File: src/rtl/multicycle_ctrl.sv
// -----------------------------------------------------------------------------
// multicycle_ctrl
//
// Control FSM for a multi-cycle MIPS-subset core. Each instruction steps
// through FETCH -> DECODE -> EXEC -> MEM -> WB, skipping the states it does
// not need. The FSM drives the datapath enables, ALU selection and the
// immediate-extender mode. It handshakes with the shared instruction/data
// memory port and counts retired instructions.
//
// Parameters
//   CNT_W       width of the retired-instruction counter
//
// Ports
//   clk         system clock, rising edge
//   rst         asynchronous, active-high reset
//   op, funct   IR[31:26] and IR[5:0] (stable from DECODE onward)
//   zero        ALU zero flag (BEQ resolution in EXEC)
//   mem_ack     memory transfer complete this cycle
//   mem_req     memory access request (FETCH and MEM)
//   mem_wr      request is a write (SW in MEM)
//   iord        memory address source: 0 = PC, 1 = ALU result
//   ir_we       load instruction register
//   mdr_we      load memory data register
//   pc_we       load PC
//   pc_src      PC source: 0 = PC+4, 1 = branch target, 2 = jump target
//   reg_we      register file write
//   reg_dst     destination register: 0 = rt, 1 = rd
//   mem_to_reg  write-back data: 0 = ALU result, 1 = MDR
//   alu_src     ALU B operand: 0 = rt, 1 = extended immediate
//   alu_op      0 ADD, 1 SUB, 2 AND, 3 OR, 4 SLT
//   ext_arith   extender mode: 1 = sign-extend, 0 = zero-extend
//   illegal     one-cycle pulse in DECODE on an unsupported instruction
//   state       current FSM state (debug)
//   retired     count of completed instructions, wraps
// -----------------------------------------------------------------------------
module multicycle_ctrl #(
  parameter int CNT_W = 32
) (
  input  logic             clk,
  input  logic             rst,
  input  logic [5:0]       op,
  input  logic [5:0]       funct,
  input  logic             zero,
  input  logic             mem_ack,
  output logic             mem_req,
  output logic             mem_wr,
  output logic             iord,
  output logic             ir_we,
  output logic             mdr_we,
  output logic             pc_we,
  output logic [1:0]       pc_src,
  output logic             reg_we,
  output logic             reg_dst,
  output logic             mem_to_reg,
  output logic             alu_src,
  output logic [2:0]       alu_op,
  output logic             ext_arith,
  output logic             illegal,
  output logic [2:0]       state,
  output logic [CNT_W-1:0] retired
);

  typedef enum logic [2:0] {
    S_FETCH  = 3'd0,
    S_DECODE = 3'd1,
    S_EXEC   = 3'd2,
    S_MEM    = 3'd3,
    S_WB     = 3'd4
  } state_t;

  localparam logic [5:0] OP_RTYPE = 6'h00;
  localparam logic [5:0] OP_J     = 6'h02;
  localparam logic [5:0] OP_BEQ   = 6'h04;
  localparam logic [5:0] OP_ADDI  = 6'h08;
  localparam logic [5:0] OP_ADDIU = 6'h09;
  localparam logic [5:0] OP_SLTI  = 6'h0A;
  localparam logic [5:0] OP_ANDI  = 6'h0C;
  localparam logic [5:0] OP_ORI   = 6'h0D;
  localparam logic [5:0] OP_LW    = 6'h23;
  localparam logic [5:0] OP_SW    = 6'h2B;

  localparam logic [5:0] FN_ADD = 6'h20;
  localparam logic [5:0] FN_SUB = 6'h22;
  localparam logic [5:0] FN_AND = 6'h24;
  localparam logic [5:0] FN_OR  = 6'h25;
  localparam logic [5:0] FN_SLT = 6'h2A;

  localparam logic [2:0] ALU_ADD = 3'd0;
  localparam logic [2:0] ALU_SUB = 3'd1;
  localparam logic [2:0] ALU_AND = 3'd2;
  localparam logic [2:0] ALU_OR  = 3'd3;
  localparam logic [2:0] ALU_SLT = 3'd4;

  state_t           state_q, state_d;
  logic [CNT_W-1:0] retired_q, retired_d;
  logic             retire;

  // Instruction class decode
  logic is_r, r_ok, is_alui, is_lw, is_sw, is_beq, is_j, legal;
  logic [2:0] r_alu, i_alu;

  function automatic logic [2:0] funct_to_alu(input logic [5:0] f);
    case (f)
      FN_SUB:  return ALU_SUB;
      FN_AND:  return ALU_AND;
      FN_OR:   return ALU_OR;
      FN_SLT:  return ALU_SLT;
      default: return ALU_ADD;
    endcase
  endfunction

  function automatic logic [2:0] iop_to_alu(input logic [5:0] o);
    case (o)
      OP_SLTI: return ALU_SLT;
      OP_ANDI: return ALU_AND;
      OP_ORI:  return ALU_OR;
      default: return ALU_ADD;
    endcase
  endfunction

  always_comb begin
    is_r    = (op == OP_RTYPE);
    r_ok    = (funct == FN_ADD) || (funct == FN_SUB) || (funct == FN_AND) ||
              (funct == FN_OR)  || (funct == FN_SLT);
    is_alui = (op == OP_ADDI) || (op == OP_ADDIU) || (op == OP_SLTI) ||
              (op == OP_ANDI) || (op == OP_ORI);
    is_lw   = (op == OP_LW);
    is_sw   = (op == OP_SW);
    is_beq  = (op == OP_BEQ);
    is_j    = (op == OP_J);
    legal   = (is_r && r_ok) || is_alui || is_lw || is_sw || is_beq || is_j;
    r_alu   = funct_to_alu(funct);
    i_alu   = iop_to_alu(op);
  end

  // Logical immediates (ANDI/ORI) zero-extend; everything else that uses the
  // immediate sign-extends. Purely opcode-driven, independent of state.
  assign ext_arith = (op == OP_ADDI) || (op == OP_ADDIU) || (op == OP_SLTI) ||
                     is_lw || is_sw || is_beq;

  // State and counter registers
  always_ff @(posedge clk or posedge rst) begin
    if (rst) begin
      state_q   <= S_FETCH;
      retired_q <= '0;
    end else begin
      state_q   <= state_d;
      retired_q <= retired_d;
    end
  end

  assign retired_d = retire ? retired_q + CNT_W'(1) : retired_q;
  assign state     = state_q;
  assign retired   = retired_q;

  // Next-state and output decode
  always_comb begin
    state_d    = state_q;
    retire     = 1'b0;
    mem_req    = 1'b0;
    mem_wr     = 1'b0;
    iord       = 1'b0;
    ir_we      = 1'b0;
    mdr_we     = 1'b0;
    pc_we      = 1'b0;
    pc_src     = 2'd0;
    reg_we     = 1'b0;
    reg_dst    = 1'b0;
    mem_to_reg = 1'b0;
    alu_src    = 1'b0;
    alu_op     = ALU_ADD;
    illegal    = 1'b0;

    case (state_q)
      S_FETCH: begin
        // Held quiet during reset so the memory slave sees no request until
        // rst falls.
        if (!rst) begin
          mem_req = 1'b1;
          if (mem_ack) begin
            ir_we   = 1'b1;
            pc_we   = 1'b1;
            state_d = S_DECODE;
          end
        end
      end

      S_DECODE: begin
        if (!legal) begin
          illegal = 1'b1;
          state_d = S_FETCH;
        end else if (is_j) begin
          pc_we   = 1'b1;
          pc_src  = 2'd2;
          retire  = 1'b1;
          state_d = S_FETCH;
        end else begin
          state_d = S_EXEC;
        end
      end

      S_EXEC: begin
        if (is_r) begin
          alu_op  = r_alu;
          state_d = S_WB;
        end else if (is_alui) begin
          alu_src = 1'b1;
          alu_op  = i_alu;
          state_d = S_WB;
        end else if (is_lw || is_sw) begin
          alu_src = 1'b1;
          state_d = S_MEM;
        end else begin
          // BEQ: ALU computes rs - rt; taken when the difference is zero.
          alu_op  = ALU_SUB;
          if (zero) begin
            pc_we  = 1'b1;
            pc_src = 2'd1;
          end
          retire  = 1'b1;
          state_d = S_FETCH;
        end
      end

      S_MEM: begin
        mem_req = 1'b1;
        iord    = 1'b1;
        mem_wr  = is_sw;
        if (mem_ack) begin
          if (is_lw) begin
            mdr_we  = 1'b1;
            state_d = S_WB;
          end else begin
            retire  = 1'b1;
            state_d = S_FETCH;
          end
        end
      end

      S_WB: begin
        reg_we     = 1'b1;
        reg_dst    = is_r;
        mem_to_reg = is_lw;
        retire     = 1'b1;
        state_d    = S_FETCH;
      end

      // Unused codes recover to FETCH without counting an instruction.
      default: state_d = S_FETCH;
    endcase
  end

endmodule

File: config.mk
export PLATFORM = sky130hd
export DESIGN_NAME = multicycle_ctrl
export DESIGN_NICKNAME = d
export VERILOG_FILES = /design/src/rtl/multicycle_ctrl.sv
export SDC_FILE = /design/constraint.sdc
export NUM_CORES = 1
export LEC_CHECK = 0
export BUFFER_PORTS_ARGS = -buffer_cell sky130_fd_sc_hd__buf_2
export CORE_MARGIN = 1
export CORE_UTILIZATION = 51
export DETAILED_ROUTE_END_ITERATION = 10
export PLACE_DENSITY = 0.86
export SETUP_SLACK_MARGIN = 0.3
export SLEW_MARGIN = 20
export SYNTH_ARGS = -nofsm -noshare
export SYNTH_HDL_FRONTEND = slang
export SYNTH_SLANG_ARGS = --single-unit
File: constraint.sdc
create_clock -name clk -period 3 [get_ports clk]
set_clock_uncertainty 0.2 [all_clocks]
set_input_delay 0.3 -clock clk [delete_from_list [all_inputs] [get_ports clk]]
set_output_delay 0.3 -clock clk [all_outputs]
set_load 0.01 [all_outputs]
# [Word-level counts from Yosys, hierarchy flattened]
# Index checks and enable logic that the tools add are counted.
# Widths: inputs -> output; s select.
[totals] ff_bits=35 in_bits=16 out_inout_bits=52 elab_cells=100
[op_classes] add_sub_neg=1 n_eq_ne=21 mux=55 n_reduce_logical=21
[op_table] operator="$eq 6x6->1 const B" n=7
[op_table] operator="$mux 1" n=34
[op_table] operator="$add 32x1->32 const B" n=1
[op_table] operator="$eq 6x4->1 const B" n=5
[op_table] operator="$mux 3" n=9
[op_table] operator="$pmux 3 s4" n=2
[op_table] operator="$logic_or 1x1->1" n=17
[op_table] operator="$mux 2" n=5
[op_table] operator="$pmux 3 s3" n=1
[op_table] operator="$eq 3x2->1 const B" n=2
[op_table] operator="$eq 6x2->1 const B" n=1
[op_table] operator="$eq 6x3->1 const B" n=1
[op_table] operator="$logic_not 6->1" n=1
[op_table] operator="$ne 2x2->1 const B" n=3
[op_table] operator="$pmux 1 s4" n=1
[op_table] operator="$pmux 2 s2" n=1
[op_table] operator="$eq 3x1->1 const B" n=1
[op_table] operator="$eq 3x3->1 const B" n=1
[op_table] operator="$logic_not 3->1" n=1
[op_table] operator="$pmux 1 s3" n=1
[op_table] operator="$reduce_and 3->1" n=1
[op_table] operator="$pmux 1 s2" n=1
[op_table] operator="$logic_and 1x1->1" n=1

# [Longest topological paths before layout]
# Gate-level depths: netlist of run 1.
[logic_depth] word_depth=13 mapped_depth=9 depth_no_buf=6

# [Worst setup path after synthesis of run 1]
# No wires, ideal clock.
[synth_timing] path_type="input-to-output" startpoint="in rst" endpoint="out pc_we" arrival_ns=1.884 required_ns=2.500 setup_slack_ns=0.616 stages=4 path_buffers=0 cell_sequence="inv_1 -> nand2_1 -> nor4_1 -> or3_1"
[synth_between] elab_chain_len=2
[synth_lines] item="start: declaration" line_no="40" rtl="input logic rst,"
[synth_lines] item="$mux 1" line_no="178" rtl="if (!rst) begin"
[synth_lines] item="$pmux 1 s3" line_no="174" rtl="case (state_q)"
[synth_lines] item="end: declaration" line_no="50" rtl="output logic pc_we,"
# No other way between the ends.

# [Worst setup path in the final report of run 1]
[layout_timing] startpoint="reg state_q[0] (netlist: state[0])" endpoint="out pc_we"
[layout_between] elab_chain_len=2 elab_cells_between_ends=4 classes_between="eq/ne: 2; mux: 1; reduce/logical: 1"
[layout_lines] item="start: declaration" line_no="94" rtl="state_t state_q, state_d;"
[layout_lines] item="start signal: assignment" line_no="147" rtl="state_q <= state_d;"
[layout_lines] item="$eq 3x2->1, or another cell as far along" line_no="174"
[layout_lines] item="$pmux 1 s3 (*)" line_no="174"
# Mark *: on every way between the ends. The rest lies on a longest branch, timed or not.

==> results of run 1 <==
## cells by family (layout without fill, tap and decap cells)
| group | after synthesis | after routing | synth area share |
|---|---|---|---|
| adder cells (fa/ha/maj) | 1 | 1 | 0.00580 |
| AND/OR/NAND/NOR | 115 | 115 | 0.294 |
| buffers and inverters | 18 | 85 | 0.0493 |
| AO/OA/AOI/OAI | 32 | 32 | 0.105 |
| multiplexers | 3 | 3 | 0.0145 |
| flip-flops | 35 | 35 | 0.406 |
| XOR/XNOR | 31 | 31 | 0.126 |
## registers in the layout, summed over array words and instances, names as in the netlist
register  count
state         3
retired      32
## path summary, 6_finish.rpt
kind / slack [ns] / endpoint / cells past startpoint / startpoint
max in group asynchronous: 1.78 / retired[3] / 4 / rst
max reg2reg: 0.48 / retired[27] / 6 / state[2]
min reg2reg: 0.28 / retired[31] / 1 / retired[31]
min in group asynchronous: 0.49 / state[2] / 4 / rst
max: 0.47 / pc_we / 6 / state[0]
min: 0.17 / state[2] / 3 / mem_ack
## critical path: cells and delay by family (launching register included)
| family | cells | cell delay [ns] |
|---|---|---|
| DFF | 1 | 0.51 |
| and+or+nand+nor | 3 | 0.84 |
| AOI/OAI and AO/OA | 1 | 0.16 |
| buffers and inverters | 2 | 0.23 |
## power by group
| part | internal, mW | total (mW) | switching (mW) | leakage [nW] |
|---|---|---|---|---|
| clock network | 0.163 | 0.323 | 0.161 | 0.0422 |
| logic | 0.0739 | 0.177 | 0.103 | 0.649 |
| registers | 0.497 | 0.538 | 0.0410 | 0.373 |
| total | 0.734 | 1.04 | 0.305 | 1.06 |
## layout make-up
type | count | area, sq um
Tap cell | 50 | 62.6
Fill cell | 338 | 1440
Inverter | 7 | 31.3
Multi-Input combinational cell | 182 | 1170
Clock buffer | 7 | 76.3
Timing Repair Buffer | 70 | 360
Sequential cell | 35 | 876
Clock inverter | 1 | 5.00
## routing by layer
metal | track usage | routed length, um | share of wire
met4 | 0.117 | 89 | 0.017
met5 | 0 | 0 | 0
met2 | 0.366 | 2430 | 0.46
met3 | 0.0531 | 348 | 0.066
met1 | 0.331 | 2370 | 0.45
## per-stage QoR
| step | std cells | hold slack, ns | utilization | cell area, sq um | power [mW] |
|---|---|---|---|---|---|
| detailed placement | 343 | 0.256 | 0.619 | 2490 | 0.720 |
| global route | 352 | 0.169 | 0.642 | 2590 | 1.08 |
| finish | 352 | 0.170 | 0.642 | 2590 | 1.04 |
| floorplan | 235 | 0.207 | - | 2160 | 0.650 |
| global placement | 343 | 0.251 | 0.619 | 2490 | 0.713 |
| CTS | 352 | 0.163 | 0.642 | 2590 | 1.04 |
## what timing repair did
item | in CTS | in global routing
hold endpoints to repair | 35 | 0
hold buffers | 1 | 0
gates resized for setup | 0 | 0
## placed cells by master (no fill, tap or decap), types with 2 or more instances in the layout
cell type and instances:
nor2b_1 3, o22ai_1 2, mux2i_1 2, nor4b_1 3, nor2_1 19, nand2_1 23
o2111ai_1 2, and2_1 2, nand4_1 7, or2_2 2, xor2_1 23, buf_2 67
nor4_2 3, o211ai_1 2, a21oi_1 7, o21ai_0 6, nor4_1 8, nand3_1 10
xnor2_1 8, inv_1 6, and3_1 5, clkbuf_8 5, clkbuf_1 2, dfrtp_1 35
nor3_1 14, and4_1 2, nand2b_1 2, or3_1 5, buf_4 2, a31oi_1 3
==> metrics, run 1 <==
CTS tree built; Layout Nets 318; fraction of layout cells with a size suffix above 1 0.285; Worst-path clk slew 0.07 ns; Die W about 67 um; top cell type's share of synthesized area 0.406; largest net degree at the start of global routing 37; ys flop type dfrtp_1; post-route ant nets 0; final hold violation count 0; min cycle time layout between 2 and 3 ns; CTS Sinks 35; FFs w/ async S/R, synth 1.00; worst slack at placement 0.470 ns; Synth area leader dfrtp_1; # IOs 68; # diodes 0; Max IR drop VDD about 0.28 mV; PortBufs 67; syn nets 252; CTS root buf clkbuf_8; largest cells by area after synthesis dfrtp_1 41%, xor2_1 9.3%, nand2_1 4.0%, nor2_1 3.3%, nor3_1 3.2%; Final WS setup 0.474 ns; syn avg cell area slightly above 9 sq um; Wirelength per Cell about 15 um; via-per-instance ratio ~5.9; initial drt markers 220; site row count 23; Setup Crit Path Kind reg -> out; critical path's slowest cell dfrtp_1; status finished clean; initial antenna violation count 0; Worst Hold Class in -> reg; Worst EP required 2.50 ns; total track usage 0.244; post-synthesis cell count 235; Placer Congestion 0.962; total CTS buffers 5; Netlist Area Pre-Place between 2000 and 2500 sq um; vias in the first global route 1859; full die area between 4000 and 5000 sq um; Die Y-Extent around 67 um; first-pass GRT wire length 8.22 mm; wirelength, routed roughly 5.2 mm; Fmax 0.396 GHz; Longest Clk Path Bufs 2; relative slew slack 0.575; most common library cells after synthesis 35 x dfrtp_1, 23 x nand2_1, 23 x xor2_1; most numerous cell in the Yosys netlist dfrtp_1; Worst Path Arrival 2.03 ns; setup tns final 0 ns; DRC 0; starting density of the core 0.535; Yosys cell types 50; number of synthesized register bits 35; Setup-failing EPs final 0; DR pass1 iterations 5; postcts setup bufs 0; Core Region 4030 sq um; Area growth syn-to-layout 19.9%; Max Cap Viol 0; CP Max Fanout 9; Lkg Pwr 1.06 nW; CP Capture Type output port; RSZ-0062 raised after global routing no; worst-margin pin slew between 0.6 and 0.7 ns; CP max stage delay 0.51 ns; GRT Residual Overflow 0; Clock Latency Late Sink 0.28 ns; post-synthesis sequential area ratio 0.406; hpwl dp 3.89 mm; CP Cell Sequence or3b_1 > clkinv_4 > o311a_4 > and2_1 > or3_1 > buf_2; number of enable flip-flop cells after synthesis 0; routed via count 2089; Startpoint Class flop; period utilisation layout 0.842; max-slew violations 0; PwrDens 402 nW/um^2; yosys warns 0; H-tree levels 2
Note: power is estimated with default switching activity, not from simulation.
==> inputs of run 2 (changes only) <==
--- a/config.mk
+++ b/config.mk
@@ -5,11 +5,12 @@
 export SDC_FILE = /design/constraint.sdc
 export NUM_CORES = 1
 export LEC_CHECK = 0
+export ABC_AREA = 1
 export BUFFER_PORTS_ARGS = -buffer_cell sky130_fd_sc_hd__buf_2
 export CORE_MARGIN = 1
-export CORE_UTILIZATION = 51
+export CORE_UTILIZATION = 54
 export DETAILED_ROUTE_END_ITERATION = 10
-export PLACE_DENSITY = 0.86
+export PLACE_DENSITY = 0.87
 export SETUP_SLACK_MARGIN = 0.3
 export SLEW_MARGIN = 20
 export SYNTH_ARGS = -nofsm -noshare
==> constraint.sdc (replaced) <==
create_clock -name clk -period 2.6 [get_ports clk]
set_clock_uncertainty 0.2 [all_clocks]
set_input_delay 0.26 -clock clk [delete_from_list [all_inputs] [get_ports clk]]
set_output_delay 0.26 -clock clk [all_outputs]
set_load 0.01 [all_outputs]
==> metrics, run 2 <==
status finished clean; Lkg Pwr 1.79 nW (+68%); post-synthesis sequential area ratio 0.315 (-0.0909); vias in the first global route 2772 (+49%); full die area 5440 sq um (+21%); DR pass1 iterations 6 (+1); # diodes 0 (unchanged); syn avg cell area 6.23 sq um (-32%); Wirelength per Cell 12.6 um (-16%); Placer Congestion 0.939 (-2.4%); yosys warns 0 (unchanged); Fillers 441 (+30%); number of enable flip-flop cells after synthesis 0 (unchanged); CTS root buf clkbuf_8; H-tree levels 2 (unchanged); Worst-path clk slew 0.07 ns (about the same); first-pass GRT wire length 12.1 mm (+47%); Sw Pwr 489 uW (+61%); total track usage 0.288 (+0.0432); CP Max Fanout 6 (-3); top cell type's share of synthesized area 0.315 (-0.0909); simple-gate share of the synthesized area 0.545 (+0.252); syn nets 463 (+84%); Max IR drop VDD 0.376 mV (+36%); Layout Nets 532 (+67%); DRC 0 (unchanged); Worst Hold Class in -> reg; area share of fa/ha/maj cells after synthesis 0.00450 (-0.00130); Clock Latency Late Sink 0.30 ns (+0.02 ns); commonest non-fill, non-tap cell in the layout nand2_1; Final WS setup 0.523 ns (+0.0483 ns); PwrDens 423 nW/um^2 (+5.4%); min cycle time layout 2.08 ns; Worst EP required 2.14 ns (-0.36 ns); CTS tree built; commonest cells after routing, fill and taps aside 187 x nand2_1, 72 x nor2_1, 67 x buf_2; Die W 73.7 um (+10%); post-route ant nets 0 (unchanged); max FFs per register 32 (unchanged); largest net degree at the start of global routing 36 (-2.7%); most numerous cell in the Yosys netlist nand2_1; Die Y-Extent 73.7 um (+10%); compound-gate portion of the synthesized area 0.0135 (-0.0915); register area 876 sq um (unchanged); # IOs 68 (unchanged); GRT Residual Overflow 0 (unchanged); multi-input logic area 1700 sq um (+44%); post-synthesis mux area share 0 (-0.0145); hold_ws 0.0559 ns (-0.114 ns); total CTS buffers 5 (unchanged); Longest Clk Path Bufs 2 (unchanged); largest cells by area after synthesis dfrtp_1 32%, nand2_1 25%, nor2_1 9.7%, nand3_1 8.3%, nand3b_1 4.6%; Worst Path Arrival 1.62 ns (-0.41 ns); Area growth syn-to-layout 16.7%; initial drt markers 205 (-6.8%); ys flop type dfrtp_1; RSZ-0062 raised after global routing no; hpwl dp 5.53 mm (+42%); site row count 25 (+8.7%); final hold violation count 0 (unchanged); FFs w/ async S/R, synth 1.00 (unchanged); Yosys cell types 26 (-48%); post-cts resize count 0 (unchanged); Comb pwr share 0.248 (+0.078); CP Capture Type output port; Post-DP Area 3140 sq um (+26%); Setup Crit Path Kind reg -> out; CTS Sinks 35 (unchanged); initial antenna violation count 0 (unchanged); switching share of power 0.356 (+0.0628); period utilisation layout 0.799; Layout Cell Area excl Fill 3240 sq um (+25%); setup tns final 0 ns (unchanged); Setup-failing EPs final 0 (unchanged); worst-margin pin slew 0.461 ns (-0.176 ns); Fmax about 0.48 GHz; Synth area leader dfrtp_1; most common library cells after synthesis 187 x nand2_1, 72 x nor2_1, 46 x nand3_1; max-slew violations 0 (unchanged); via-per-instance ratio 5.21 (-12%); Max Cap Viol 0 (unchanged); main combinational cell family by area after synthesis simple AND/OR/NAND/NOR gates; number of synthesized register bits 35 (unchanged); wirelength, routed 7.33 mm (+40%); PortBufs 67 (unchanged); XOR/XNOR Fraction of Synth Area 0.0473 (-0.0786); post-layout util 0.669 (+0.0272); routed via count 3040 (+46%); Core Region 4850 sq um (+20%); Netlist Area Pre-Place 2780 sq um (+29%); starting density of the core 0.573 (+0.0378); post-synthesis cell count 446 (+90%); relative slew slack 0.693 (+0.118); worst slack at placement 0.529 ns (+0.0587 ns); Seq pwr share 0.461 (-0.057); Startpoint Class flop; clock power share 0.291 (-0.020); Internal 884 uW (+20%); fraction of layout cells with a size suffix above 1 0.184 (-0.101)
-- run 2: worst max-delay path: stages (launching register included) --
cell	delay (ns)
dfrtp_1	0.44
nor3_2	0.34
nand2_1	0.11
inv_2	0.08
nand3_1	0.11
nand3b_1	0.10
buf_2	0.13
-- run 2: metrics by stage --
step                      std cells  total power [mW]
after CTS                       582              1.37
after global placement          573             0.964
final                           583              1.37
after detailed placement        573             0.980
after global routing            583              1.44
after floorplan                 446             0.867
-- run 2: power by group through the flow --
stage	logic [mW]	registers [mW]	clock network (mW)
finish	0.341	0.633	0.399
global route	0.382	0.638	0.419
CTS	0.340	0.632	0.396
detailed placement	0.337	0.643	0
global placement	0.327	0.637	0
floorplan	0.220	0.647	0
-- run 2: cell families after synthesis --
group,Yosys count
buf+inv,45
flops,35
simple gates,343
xor+xnor,15
compound gates,7
fa+ha+maj,1
-- run 2: worst paths after layout --
kind | start | end | slack [ns] | cells after the start
worst max-delay path | state[0] | pc_we | 0.52 | 6
worst min-delay path | mem_ack | state[0] | 0.06 | 4
worst max register to register | state[0] | retired[27] | 0.57 | 7
worst min register to register | retired[31] | retired[31] | 0.38 | 2
max in group asynchronous | rst | retired[0] | 1.45 | 4
min in group asynchronous | rst | state[0] | 0.43 | 4
-- run 2: per-layer routing --
metal | routed length [um] | up-vias | track usage
li1 | - | 1534 | -
met4 | 139 | 0 | 0.0962
met5 | 0 | - | 0
met2 | 3550 | 105 | 0.484
met1 | 3210 | 1382 | 0.377
met3 | 428 | 19 | 0.0412
-- run 2: layout make-up --
type,instances,area share
multi-input cells,366,0.523
flip-flops and latches,35,0.270
repair buffers,71,0.113
inverters,36,0.0417
well taps,67,0.0258
clock buffers,6,0.0224
clock inverters,2,0.00386
-- run 2: timing repair --
item / CTS / global route
hold buffers: 1 / 0
endpoints found under the hold margin: 35 / 0
setup buffers: 0 / 1
setup endpoints to repair: 0 / 1
